[src/rtl/lite_reg_slave.sv]
// lite_reg_slave: AXI4-Lite responder for the DMA controller register bank.
// Holds SRC/DST/LEN/SCRATCH, produces the one-cycle dma_start pulse from CTRL
// writes, and reports the live dma_idle status. Read and write channels run
// as two independent two-state FSMs.
//
// Write FSM
//   state   | meaning
//   WR_IDLE | collecting AW and W in any order; commit once both are held
//   WR_RESP | bvalid asserted with a stable bresp, waiting for bready
//
// Read FSM
//   state   | meaning
//   RD_IDLE | arready high, read data captured on the AR handshake
//   RD_DATA | rvalid asserted with stable rdata/rresp, waiting for rready
module lite_reg_slave #(
  parameter int ADDR_W = 10,
  parameter int DATA_W = 32
) (
  input  logic              clk,
  input  logic              rst,
  input  logic [ADDR_W-1:0] s_axi_lite_awaddr,
  input  logic              s_axi_lite_awvalid,
  output logic              s_axi_lite_awready,
  input  logic [DATA_W-1:0] s_axi_lite_wdata,
  input  logic [3:0]        s_axi_lite_wstrb,
  input  logic              s_axi_lite_wvalid,
  output logic              s_axi_lite_wready,
  output logic [1:0]        s_axi_lite_bresp,
  output logic              s_axi_lite_bvalid,
  input  logic              s_axi_lite_bready,
  input  logic [ADDR_W-1:0] s_axi_lite_araddr,
  input  logic              s_axi_lite_arvalid,
  output logic              s_axi_lite_arready,
  output logic [DATA_W-1:0] s_axi_lite_rdata,
  output logic [1:0]        s_axi_lite_rresp,
  output logic              s_axi_lite_rvalid,
  input  logic              s_axi_lite_rready,
  input  logic              dma_idle,
  output logic              dma_start,
  output logic [DATA_W-1:0] src_addr,
  output logic [DATA_W-1:0] dst_addr,
  output logic [DATA_W-1:0] xfer_len
);

  localparam logic [1:0] RESP_OKAY   = 2'b00;
  localparam logic [1:0] RESP_SLVERR = 2'b10;

  localparam logic [2:0] IDX_CTRL    = 3'd0;
  localparam logic [2:0] IDX_STATUS  = 3'd1;
  localparam logic [2:0] IDX_SRC     = 3'd2;
  localparam logic [2:0] IDX_DST     = 3'd3;
  localparam logic [2:0] IDX_LEN     = 3'd4;
  localparam logic [2:0] IDX_SCRATCH = 3'd5;

  typedef enum logic {WR_IDLE = 1'b0, WR_RESP = 1'b1} wr_state_t;
  typedef enum logic {RD_IDLE = 1'b0, RD_DATA = 1'b1} rd_state_t;

  // Byte-lane merge of new write data into an existing register value.
  function automatic logic [DATA_W-1:0] merge_bytes(
    input logic [DATA_W-1:0] old_val,
    input logic [DATA_W-1:0] new_val,
    input logic [3:0]        strb
  );
    logic [DATA_W-1:0] res;
    res = old_val;
    for (int b = 0; b < 4; b++) begin
      if (strb[b]) res[8*b +: 8] = new_val[8*b +: 8];
    end
    return res;
  endfunction

  // Word addresses above the six-register window, or with any high bit set,
  // are unmapped.
  function automatic logic addr_mapped(input logic [ADDR_W-1:2] word_addr);
    return (word_addr[ADDR_W-1:5] == '0) && (word_addr[4:2] <= IDX_SCRATCH);
  endfunction

  // ---------------------------------------------------------------------
  // Register bank storage
  // ---------------------------------------------------------------------
  logic [DATA_W-1:0] r_src;
  logic [DATA_W-1:0] r_dst;
  logic [DATA_W-1:0] r_len;
  logic [DATA_W-1:0] r_scratch;
  logic              r_dma_start;

  // ---------------------------------------------------------------------
  // Write channel
  // ---------------------------------------------------------------------
  wr_state_t         r_wr_state;
  wr_state_t         w_wr_next;
  logic              r_aw_held;
  logic              r_w_held;
  logic [ADDR_W-1:2] r_awaddr;
  logic [DATA_W-1:0] r_wdata;
  logic [3:0]        r_wstrb;
  logic [1:0]        r_bresp;

  logic              w_aw_hs;
  logic              w_w_hs;
  logic              w_commit;
  logic              w_wr_done;
  logic [2:0]        w_wr_idx;
  logic              w_wr_mapped;
  logic              w_start_req;
  logic              w_fire_start;
  logic [1:0]        w_wr_resp;

  assign w_aw_hs   = s_axi_lite_awvalid & s_axi_lite_awready;
  assign w_w_hs    = s_axi_lite_wvalid & s_axi_lite_wready;
  assign w_commit  = (r_wr_state == WR_IDLE) & r_aw_held & r_w_held;
  assign w_wr_done = (r_wr_state == WR_RESP) & s_axi_lite_bready;

  assign w_wr_idx     = r_awaddr[4:2];
  assign w_wr_mapped  = addr_mapped(r_awaddr);
  assign w_start_req  = w_wr_mapped & (w_wr_idx == IDX_CTRL) & r_wdata[0] & r_wstrb[0];
  assign w_fire_start = w_commit & w_start_req & dma_idle;

  // A start request while the core is busy is refused with SLVERR; all other
  // mapped writes (including ignored STATUS writes) answer OKAY.
  always_comb begin
    w_wr_resp = RESP_OKAY;
    if (!w_wr_mapped) begin
      w_wr_resp = RESP_SLVERR;
    end else if (w_start_req && !dma_idle) begin
      w_wr_resp = RESP_SLVERR;
    end
  end

  // Write FSM state register.
  always_ff @(posedge clk or posedge rst) begin
    if (rst) r_wr_state <= WR_IDLE;
    else     r_wr_state <= w_wr_next;
  end

  // Write FSM next-state logic.
  always_comb begin
    w_wr_next = r_wr_state;
    case (r_wr_state)
      WR_IDLE: if (w_commit)           w_wr_next = WR_RESP;
      WR_RESP: if (s_axi_lite_bready)  w_wr_next = WR_IDLE;
      default:                         w_wr_next = WR_IDLE;
    endcase
  end

  // Write FSM outputs: each ready drops as soon as its channel is captured.
  always_comb begin
    s_axi_lite_awready = 1'b0;
    s_axi_lite_wready  = 1'b0;
    s_axi_lite_bvalid  = 1'b0;
    case (r_wr_state)
      WR_IDLE: begin
        s_axi_lite_awready = ~r_aw_held;
        s_axi_lite_wready  = ~r_w_held;
      end
      WR_RESP: s_axi_lite_bvalid = 1'b1;
      default: ;
    endcase
  end

  // Capture AW and W independently; both flags are released together once
  // the response has been accepted.
  always_ff @(posedge clk or posedge rst) begin
    if (rst) begin
      r_aw_held <= 1'b0;
      r_w_held  <= 1'b0;
      r_awaddr  <= '0;
      r_wdata   <= '0;
      r_wstrb   <= '0;
    end else if (w_wr_done) begin
      r_aw_held <= 1'b0;
      r_w_held  <= 1'b0;
    end else begin
      if (w_aw_hs) begin
        r_aw_held <= 1'b1;
        r_awaddr  <= s_axi_lite_awaddr[ADDR_W-1:2];
      end
      if (w_w_hs) begin
        r_w_held <= 1'b1;
        r_wdata  <= s_axi_lite_wdata;
        r_wstrb  <= s_axi_lite_wstrb;
      end
    end
  end

  // Latch the write response on the commit edge so it stays stable under
  // back-pressure.
  always_ff @(posedge clk or posedge rst) begin
    if (rst)           r_bresp <= RESP_OKAY;
    else if (w_commit) r_bresp <= w_wr_resp;
  end

  // Start pulse lines up with the first bvalid cycle and self-clears.
  always_ff @(posedge clk or posedge rst) begin
    if (rst) r_dma_start <= 1'b0;
    else     r_dma_start <= w_fire_start;
  end

  // Commit byte-enabled writes to the RW registers; busy status never
  // blocks configuration updates.
  always_ff @(posedge clk or posedge rst) begin
    if (rst) begin
      r_src     <= '0;
      r_dst     <= '0;
      r_len     <= '0;
      r_scratch <= '0;
    end else if (w_commit && w_wr_mapped) begin
      case (w_wr_idx)
        IDX_SRC:     r_src     <= merge_bytes(r_src, r_wdata, r_wstrb);
        IDX_DST:     r_dst     <= merge_bytes(r_dst, r_wdata, r_wstrb);
        IDX_LEN:     r_len     <= merge_bytes(r_len, r_wdata, r_wstrb);
        IDX_SCRATCH: r_scratch <= merge_bytes(r_scratch, r_wdata, r_wstrb);
        default: ;
      endcase
    end
  end

  // ---------------------------------------------------------------------
  // Read channel
  // ---------------------------------------------------------------------
  rd_state_t         r_rd_state;
  rd_state_t         w_rd_next;
  logic [DATA_W-1:0] r_rdata;
  logic [1:0]        r_rresp;

  logic              w_ar_hs;
  logic [2:0]        w_rd_idx;
  logic              w_rd_mapped;
  logic [DATA_W-1:0] w_rd_data;
  logic [1:0]        w_rd_resp;

  assign w_ar_hs     = s_axi_lite_arvalid & s_axi_lite_arready;
  assign w_rd_idx    = s_axi_lite_araddr[4:2];
  assign w_rd_mapped = addr_mapped(s_axi_lite_araddr[ADDR_W-1:2]);

  // Read decode works on pre-commit register values, so a read and a write
  // to the same register on one edge returns the old contents.
  always_comb begin
    w_rd_data = '0;
    w_rd_resp = RESP_OKAY;
    if (!w_rd_mapped) begin
      w_rd_resp = RESP_SLVERR;
    end else begin
      case (w_rd_idx)
        IDX_STATUS:  w_rd_data = {{(DATA_W-1){1'b0}}, dma_idle};
        IDX_SRC:     w_rd_data = r_src;
        IDX_DST:     w_rd_data = r_dst;
        IDX_LEN:     w_rd_data = r_len;
        IDX_SCRATCH: w_rd_data = r_scratch;
        default:     w_rd_data = '0;
      endcase
    end
  end

  // Read FSM state register.
  always_ff @(posedge clk or posedge rst) begin
    if (rst) r_rd_state <= RD_IDLE;
    else     r_rd_state <= w_rd_next;
  end

  // Read FSM next-state logic.
  always_comb begin
    w_rd_next = r_rd_state;
    case (r_rd_state)
      RD_IDLE: if (s_axi_lite_arvalid) w_rd_next = RD_DATA;
      RD_DATA: if (s_axi_lite_rready)  w_rd_next = RD_IDLE;
      default:                         w_rd_next = RD_IDLE;
    endcase
  end

  // Read FSM outputs.
  always_comb begin
    s_axi_lite_arready = 1'b0;
    s_axi_lite_rvalid  = 1'b0;
    case (r_rd_state)
      RD_IDLE: s_axi_lite_arready = 1'b1;
      RD_DATA: s_axi_lite_rvalid  = 1'b1;
      default: ;
    endcase
  end

  // Register the read payload on the AR handshake; it holds through RD_DATA.
  always_ff @(posedge clk or posedge rst) begin
    if (rst) begin
      r_rdata <= '0;
      r_rresp <= RESP_OKAY;
    end else if (w_ar_hs) begin
      r_rdata <= w_rd_data;
      r_rresp <= w_rd_resp;
    end
  end

  assign s_axi_lite_bresp = r_bresp;
  assign s_axi_lite_rdata = r_rdata;
  assign s_axi_lite_rresp = r_rresp;
  assign dma_start        = r_dma_start;
  assign src_addr         = r_src;
  assign dst_addr         = r_dst;
  assign xfer_len         = r_len;

endmodule

[config.mk]
export PLATFORM = sky130hd
export DESIGN_NAME = lite_reg_slave
export DESIGN_NICKNAME = d
export VERILOG_FILES = /design/src/rtl/lite_reg_slave.sv
export SDC_FILE = /design/constraint.sdc
export NUM_CORES = 1
export LEC_CHECK = 0
export ABC_CLOCK_PERIOD_IN_PS = 6600
export BUFFER_PORTS_ARGS = -buffer_cell sky130_fd_sc_hd__buf_4
export CORE_MARGIN = 1.5
export CORE_UTILIZATION = 54
export DETAILED_ROUTE_END_ITERATION = 8
export GPL_TIMING_DRIVEN = 0
export PLACE_DENSITY = 0.8
export SLEW_MARGIN = 15
export SYNTH_ARGS = -nofsm -noshare
export SYNTH_HDL_FRONTEND = slang
export SYNTH_SLANG_ARGS = --single-unit
[constraint.sdc]
create_clock -name clk -period 6.6 [get_ports clk]
set_input_delay 0.33 -clock clk [delete_from_list [all_inputs] [get_ports clk]]
set_output_delay 0.33 -clock clk [all_outputs]
set_load 0.02 [all_outputs]
==> results of run 1 <==
==> metal layers <==
metal	track usage [%]	up-vias
li1	-	2698
met5	0	-
met1	36.1	3137
met3	4.76	45
met4	9.63	0
met2	44.2	238
==> logic make-up after synthesis <==
logic type,after synthesis,synth area share (%)
buffers and inverters,31,1.48
flip-flops,211,60.0
AO/OA/AOI/OAI,104,9.05
other,1,0.0426
AND/OR/NAND/NOR,85,7.19
multiplexers,174,22.3
==> power by group <==
group / leakage (nW) / internal [W] / switching, W
registers: 2.83 / 0.00156 / 0.000272
logic: 2.45 / 0.000425 / 0.000426
clock network: 0.322 / 0.000658 / 0.000475
==> cell usage after synthesis, types with 3 or more instances <==
library cell | count | area (um^2)
dfrtp_1 | 211 | 5280
mux2_2 | 164 | 1850
nand2_1 | 37 | 139
o21ai_0 | 33 | 165
a221oi_1 | 32 | 280
a22o_1 | 31 | 272
clkbuf_1 | 21 | 78.8
nor2_4 | 11 | 124
mux2_1 | 10 | 113
nor2_1 | 6 | 22.5
buf_2 | 5 | 25.0
nor2b_1 | 5 | 31.3
and3b_1 | 3 | 26.3
inv_1 | 3 | 11.3
nand3_2 | 3 | 30.0
nor2_8 | 3 | 60.1
==> area by class of cell <==
type / count / area share [%]
flip-flops and latches: 211 / 47.0
multi-input cells: 365 / 30.2
repair buffers: 197 / 13.4
clock buffers: 32 / 5.60
well taps: 216 / 2.40
plain buffers: 28 / 1.06
clock inverters: 4 / 0.212
inverters: 3 / 0.167
==> flip-flops by register name (all words and copies together), names as in the netlist <==
register,cells
dst_addr,32
r_scratch,32
r_wdata,32
s_axi_lite_rdata,32
src_addr,32
xfer_len,32
r_awaddr,8
r_wstrb,4
dma_start,1
r_aw_held,1
r_rd_state,1
r_w_held,1
r_wr_state,1
s_axi_lite_bresp,1
s_axi_lite_rresp,1
==> path summary, 6_finish.rpt <==
path | from | end | slack [ns]
setup / recovery | r_wr_state$_DFF_PP0_ | r_wdata[29]$_DFFE_PP0P_ | 4.46
hold / removal | s_axi_lite_rready | r_rd_state$_DFF_PP0_ | 0.02
setup reg to reg | r_wr_state$_DFF_PP0_ | r_wdata[29]$_DFFE_PP0P_ | 4.46
hold reg to reg | s_axi_lite_rdata[9]$_DFFE_PP0P_ | s_axi_lite_rdata[9]$_DFFE_PP0P_ | 0.48
max in group asynchronous | rst | r_scratch[18]$_DFFE_PP0P_ | 5.14
min in group asynchronous | rst | s_axi_lite_rdata[4]$_DFFE_PP0P_ | 0.53
==> per-stage QoR <==
stage,power [W],instances
6_report,0.00381,1056
3_5_place_dp,0.00270,1019
5_1_grt,0.00400,1056
4_1_cts,0.00384,1056
3_3_place_gp,0.00264,1018
2_1_floorplan,0.00234,607
==> worst register-to-register path, cell delays in order, from the launching register on <==
cell	delay [ns]
dfrtp_1	0.44
nor2_1	0.15
and2_1	0.14
clkbuf_1	0.49
buf_2	0.43
mux2_2	0.38
==> reports/results.ini, run 1 <==
[outcome]
outcome=completed

[routing]
drc=0
drtAntennaViolNets=0
drt-wirelength-per-cell_um=21.1
drtIter0Drc=356
top_layer=met4
vias=6118
wl_met2_mm=10.9
wirelength_met1_mm=9.36
drt-pass1-iter-count=4
finalWirelength_mm=22.3
vias_per_cell=5.79
wl_met3_mm=1.44

[timing]
max_freq_mhz=467
clock_skew_ns=0.0207
max_slew_margin_pct=49.1
hold_slack_ns=0.0247
tightest_slew_ns=0.764
drv_slew=0
final.setup.worst_slack_ns=4.46
min_period_over_period_pct=32.5
finalSetupViolCount=0
layout_min_cycle_time_ns=2.14
finalHoldViolations=0
grt_setup_unrepaired=no
setup_tns_ns=0

[clocking]
clock_sinks=211
cts_buffers=23
cts_buffer_depth=3
postCtsSetupRepairBufs=0
clkTransAtPathRegs_ns=0.06
cts_tree=done
cts-root-buf=clkbuf_16
cts_resized=0
ctsHoldBuffers=1
h-tree-depth=1
clk_latency_ns=0.50

[setup_path]
required_ns=6.97
cp_cell_sequence=nor2_1 -> and2_1 -> clkbuf_1 -> buf_2 -> mux2_2
worst-setup-path-type=reg -> reg
crit_fanout=10
r2r_cells=5
worstSetupEndpointType=flop
crit_cells=5
slowest_stage=clkbuf_1
cpLargestDelayFamily=buffers and inverters
worstPathArrival_ns=2.52
worst-path-buf-inv=2
start_kind=flop
max_stage_delay_ns=0.49

[power]
ir_worst_vdd_mv=0.231
power_density_nw_per_um2=339
power.leakage_nw=5.60

[worst_hold_path]
hold_path_class=in -> reg
hold_depth=2

[floorplanning]
placeableCoreArea_um2=15900
fp.dieW_um=131
start_util_pct=55.4
core.rowCount=46
die_y_um=131
dieArea_um2=17100
ios=202

[synth]
ys_ff_latch=211
synth_area_per_cell_um2=14.5
synthFlopType=dfrtp_1
synth-seq-area-share_pct=60.0
synth_edf_count=0
synth_warnings=0
syn-cell-area_um2=8800
synth_cell_type_count=36
ys_async_sr_fraction_pct=100
synthesis.instances=606

[place]
place_congestion=0.820
place_ws_ns=4.41
portBuffers=195
hpwlAfterDp_mm=15.6
placed_area_um2=10600

[final_layout]
finalInstanceArea_um2=11200
multiInputGateArea_um2=3400
num_antenna_cells=0
fin_nets=893
seq_area_um2=5280
final_util_pct=70.8
final_common_cell=dfrtp_1
final_cell_mix=dfrtp_1 (211), buf_4 (197), mux2_2 (164)
drive_above_1_share_pct=50.2
area_delta_synth_final_pct=27.7
fillers=1094

[job]
drv_cap=0

[global_routing]
antenna_found_initial=0
grt_usage_pct=26.8
grt_pass1_vias=6333
grt-ovfl-total=0
grt_pass1_wl_mm=34.8
grt_max_degree=110

Power figures use the tool's default switching activity.
==> run 2: changes to the inputs <==
- ABC_CLOCK_PERIOD_IN_PS: 6600 -> 2000
- clock period: 6.6 -> 2 ns (I/O delays scaled with it)
==> reports/results.ini, run 2 (synthesis gave the netlist of run 1 again) <==
[global_routing]
antenna_found_initial=0  ; unchanged
grt-ovfl-total=0  ; unchanged
grt_pass1_wl_mm=37.2  ; was 34.8 mm
grt_usage_pct=28.7  ; was 26.8%
grt_max_degree=40  ; was 110
grt_pass1_vias=6783  ; was 6333

[setup_path]
crit_fanout=8  ; was 10
max_stage_delay_ns=0.46  ; was 0.49 ns
worst-setup-path-type=reg -> reg  ; unchanged
worstSetupEndpointType=flop  ; unchanged
slowest_stage=dfrtp_1  ; was clkbuf_1
start_kind=flop  ; unchanged
worst-path-buf-inv=1  ; was 2
required_ns=2.38  ; was 6.97 ns
cp_cell_sequence=a211oi_4 -> nand3_2 -> nor2_4 -> buf_12 -> mux2_2  ; was nor2_1 -> and2_1 -> clkbuf_1 -> buf_2 -> mux2_2
worstPathArrival_ns=2.42  ; was 2.52 ns
cpLargestDelayFamily=simple AND/OR/NAND/NOR gates  ; was buffers and inverters

[clocking]
clk_latency_ns=0.50  ; about the same
clock_sinks=211  ; unchanged
cts_buffers=23  ; unchanged
cts_buffer_depth=3  ; unchanged
cts-root-buf=clkbuf_16  ; unchanged
cts_tree=done  ; unchanged
h-tree-depth=1  ; unchanged
clkTransAtPathRegs_ns=0.06  ; about the same

[place]
place_congestion=0.790  ; was 0.820
dpl.cell_count=1024  ; was 1019
hpwlAfterDp_mm=16.0  ; was 15.6 mm
placed_area_um2=10700  ; was 10600 um^2
place_ws_ns=-0.193  ; was 4.41 ns
portBuffers=195  ; unchanged

[routing]
vias=6422  ; was 6118
drc=0  ; unchanged
drt-pass1-iter-count=5  ; was 4
wl_met2_mm=12.4  ; was 10.9 mm
wirelength_met1_mm=9.73  ; was 9.36 mm
wl_met3_mm=1.63  ; was 1.44 mm
drt-wirelength-per-cell_um=21.5  ; was 21.1 um
vias_per_cell=5.69  ; was 5.79
drtIter0Drc=320  ; was 356
top_layer=met4  ; unchanged
drtAntennaViolNets=0  ; unchanged
finalWirelength_mm=24.2  ; was 22.3 mm

[timing]
finalHoldViolations=0  ; unchanged
finalSetupViolCount=46  ; was 0
layout_min_cycle_time_ns=2.04  ; was 2.14 ns
grt_setup_unrepaired=yes  ; was no
drv_slew=0  ; unchanged
tightest_slew_ns=0.789  ; was 0.764 ns
max_slew_margin_pct=47.4  ; was 49.1%
clock_skew_ns=0.00509  ; was 0.0207 ns
min_period_over_period_pct=102  ; was 32.5%
final.setup.worst_slack_ns=-0.0358  ; was 4.46 ns
max_freq_mhz=491  ; was 467 MHz

[power]
clkPwrFrac_pct=32.4  ; was 29.7%
power_density_nw_per_um2=1110  ; was 339 nW/um^2
p_sw_w=0.00408  ; was 0.00117 W
p_int_w=0.00942  ; was 0.00264 W
comb_power_share_pct=22.5  ; was 22.3%
sw_frac_of_total_pct=30.2  ; was 30.8%
power.leakage_nw=6.02  ; was 5.60 nW
ir_worst_vdd_mv=0.919  ; was 0.231 mV
p_seq_share_pct=45.1  ; was 48.0%

[outcome]
violations=negative setup slack
outcome=finished, violations left  ; was completed

[floorplanning]
placeableCoreArea_um2=15900  ; unchanged
fp.dieW_um=131  ; unchanged
start_util_pct=55.4  ; unchanged
dieArea_um2=17100  ; unchanged
core.rowCount=46  ; unchanged
die_y_um=131  ; unchanged
ios=202  ; unchanged

[final_layout]
final_util_pct=76.9  ; was 70.8%
area_delta_synth_final_pct=38.7  ; was 27.7%
final_common_cell=dfrtp_1  ; unchanged
fin_cells=1128  ; was 1056
fillers=969  ; was 1094
finalInstanceArea_um2=12200  ; was 11200 um^2
fin_nets=960  ; was 893
drive_above_1_share_pct=49.9  ; was 50.2%
final_cell_mix=dfrtp_1 (211), buf_4 (199), mux2_2 (164)  ; was dfrtp_1 (211), buf_4 (197), mux2_2 (164)
num_antenna_cells=0  ; unchanged

[worst_hold_path]
hold_path_class=in -> reg  ; unchanged

[job]
drv_cap=0  ; unchanged

-- run 2: cell count changes in the layout (fill, tap and decap cells not counted), sizes merged --
cell | previous run | this run
clkinv | 3 | 4
clkinvlp | 0 | 1
dlygate4sd3 | 1 | 51
inv | 4 | 3
bufinv | 0 | 3
buf | 203 | 221
-- run 2: worst paths after layout --
path,to,cells after the start,from,slack [ns]
max,xfer_len[18]$_DFFE_PP0P_,5,r_awaddr[3]$_DFFE_PP0P_,-0.04
min,s_axi_lite_rresp[1]$_DFFE_PP0P_,4,s_axi_lite_araddr[7],0.007
max reg2reg,xfer_len[18]$_DFFE_PP0P_,5,r_awaddr[3]$_DFFE_PP0P_,-0.04
min reg2reg,s_axi_lite_rdata[0]$_DFFE_PP0P_,2,s_axi_lite_rdata[0]$_DFFE_PP0P_,0.49
max in group asynchronous,r_scratch[21]$_DFFE_PP0P_,6,rst,1.07
min in group asynchronous,s_axi_lite_rdata[7]$_DFFE_PP0P_,4,rst,0.21
-- run 2: stage by stage --
stage                     hold WS (ns)  total power [W]  TNS (ns)
after floorplan                  0.196          0.00772   -177.70
after global placement           0.283          0.00872   -394.97
after detailed placement         0.162          0.00896    -16.67
after CTS                       0.0108           0.0135   -0.0512
after global routing            0.0140           0.0141     -5.67
final                          0.00712           0.0135    -0.752
-- run 2: metal layers --
| metal | vias to the layer above | track usage, % |
|---|---|---|
| li1 | 2824 | - |
| met1 | 3299 | 37.1 |
| met5 | - | 0 |
| met2 | 256 | 50.2 |
| met3 | 43 | 5.54 |
| met4 | 0 | 6.92 |
-- run 2: layout make-up --
type	count	area, um^2	area share [%]
well taps	216	270	2.21
clock inverters	8	119	0.973
plain buffers	27	116	0.953
clock buffers	33	673	5.51
repair buffers	265	2330	19.1
inverters	3	15.0	0.123
flip-flops and latches	211	5280	43.2
multi-input cells	365	3410	27.9
-- run 2: power by group through the flow --
stage,clock network (W),logic (W),registers [W]
finish,0.00438,0.00304,0.00609
global route,0.00462,0.00323,0.00621
CTS,0.00442,0.00305,0.00605
detailed placement,0,0.00286,0.00610
global placement,0,0.00273,0.00599
floorplan,0,0.00150,0.00622
-- run 2: worst register-to-register path: stages, from the launching register on --
cell	delay (ns)
dfrtp_1	0.46
a211oi_4	0.43
nand3_2	0.34
nor2_4	0.21
buf_12	0.15
mux2_2	0.34
-- run 2: repair_timing --
item / CTS / global route
gates cloned: 0 / 0
hold endpoints to repair: 183 / 0
endpoints found under the setup margin: 149 / 117
buffers inserted: 13 / 0
resized for setup: 5 / 1
hold buffers: 51 / 0
pin swaps: 11 / 0
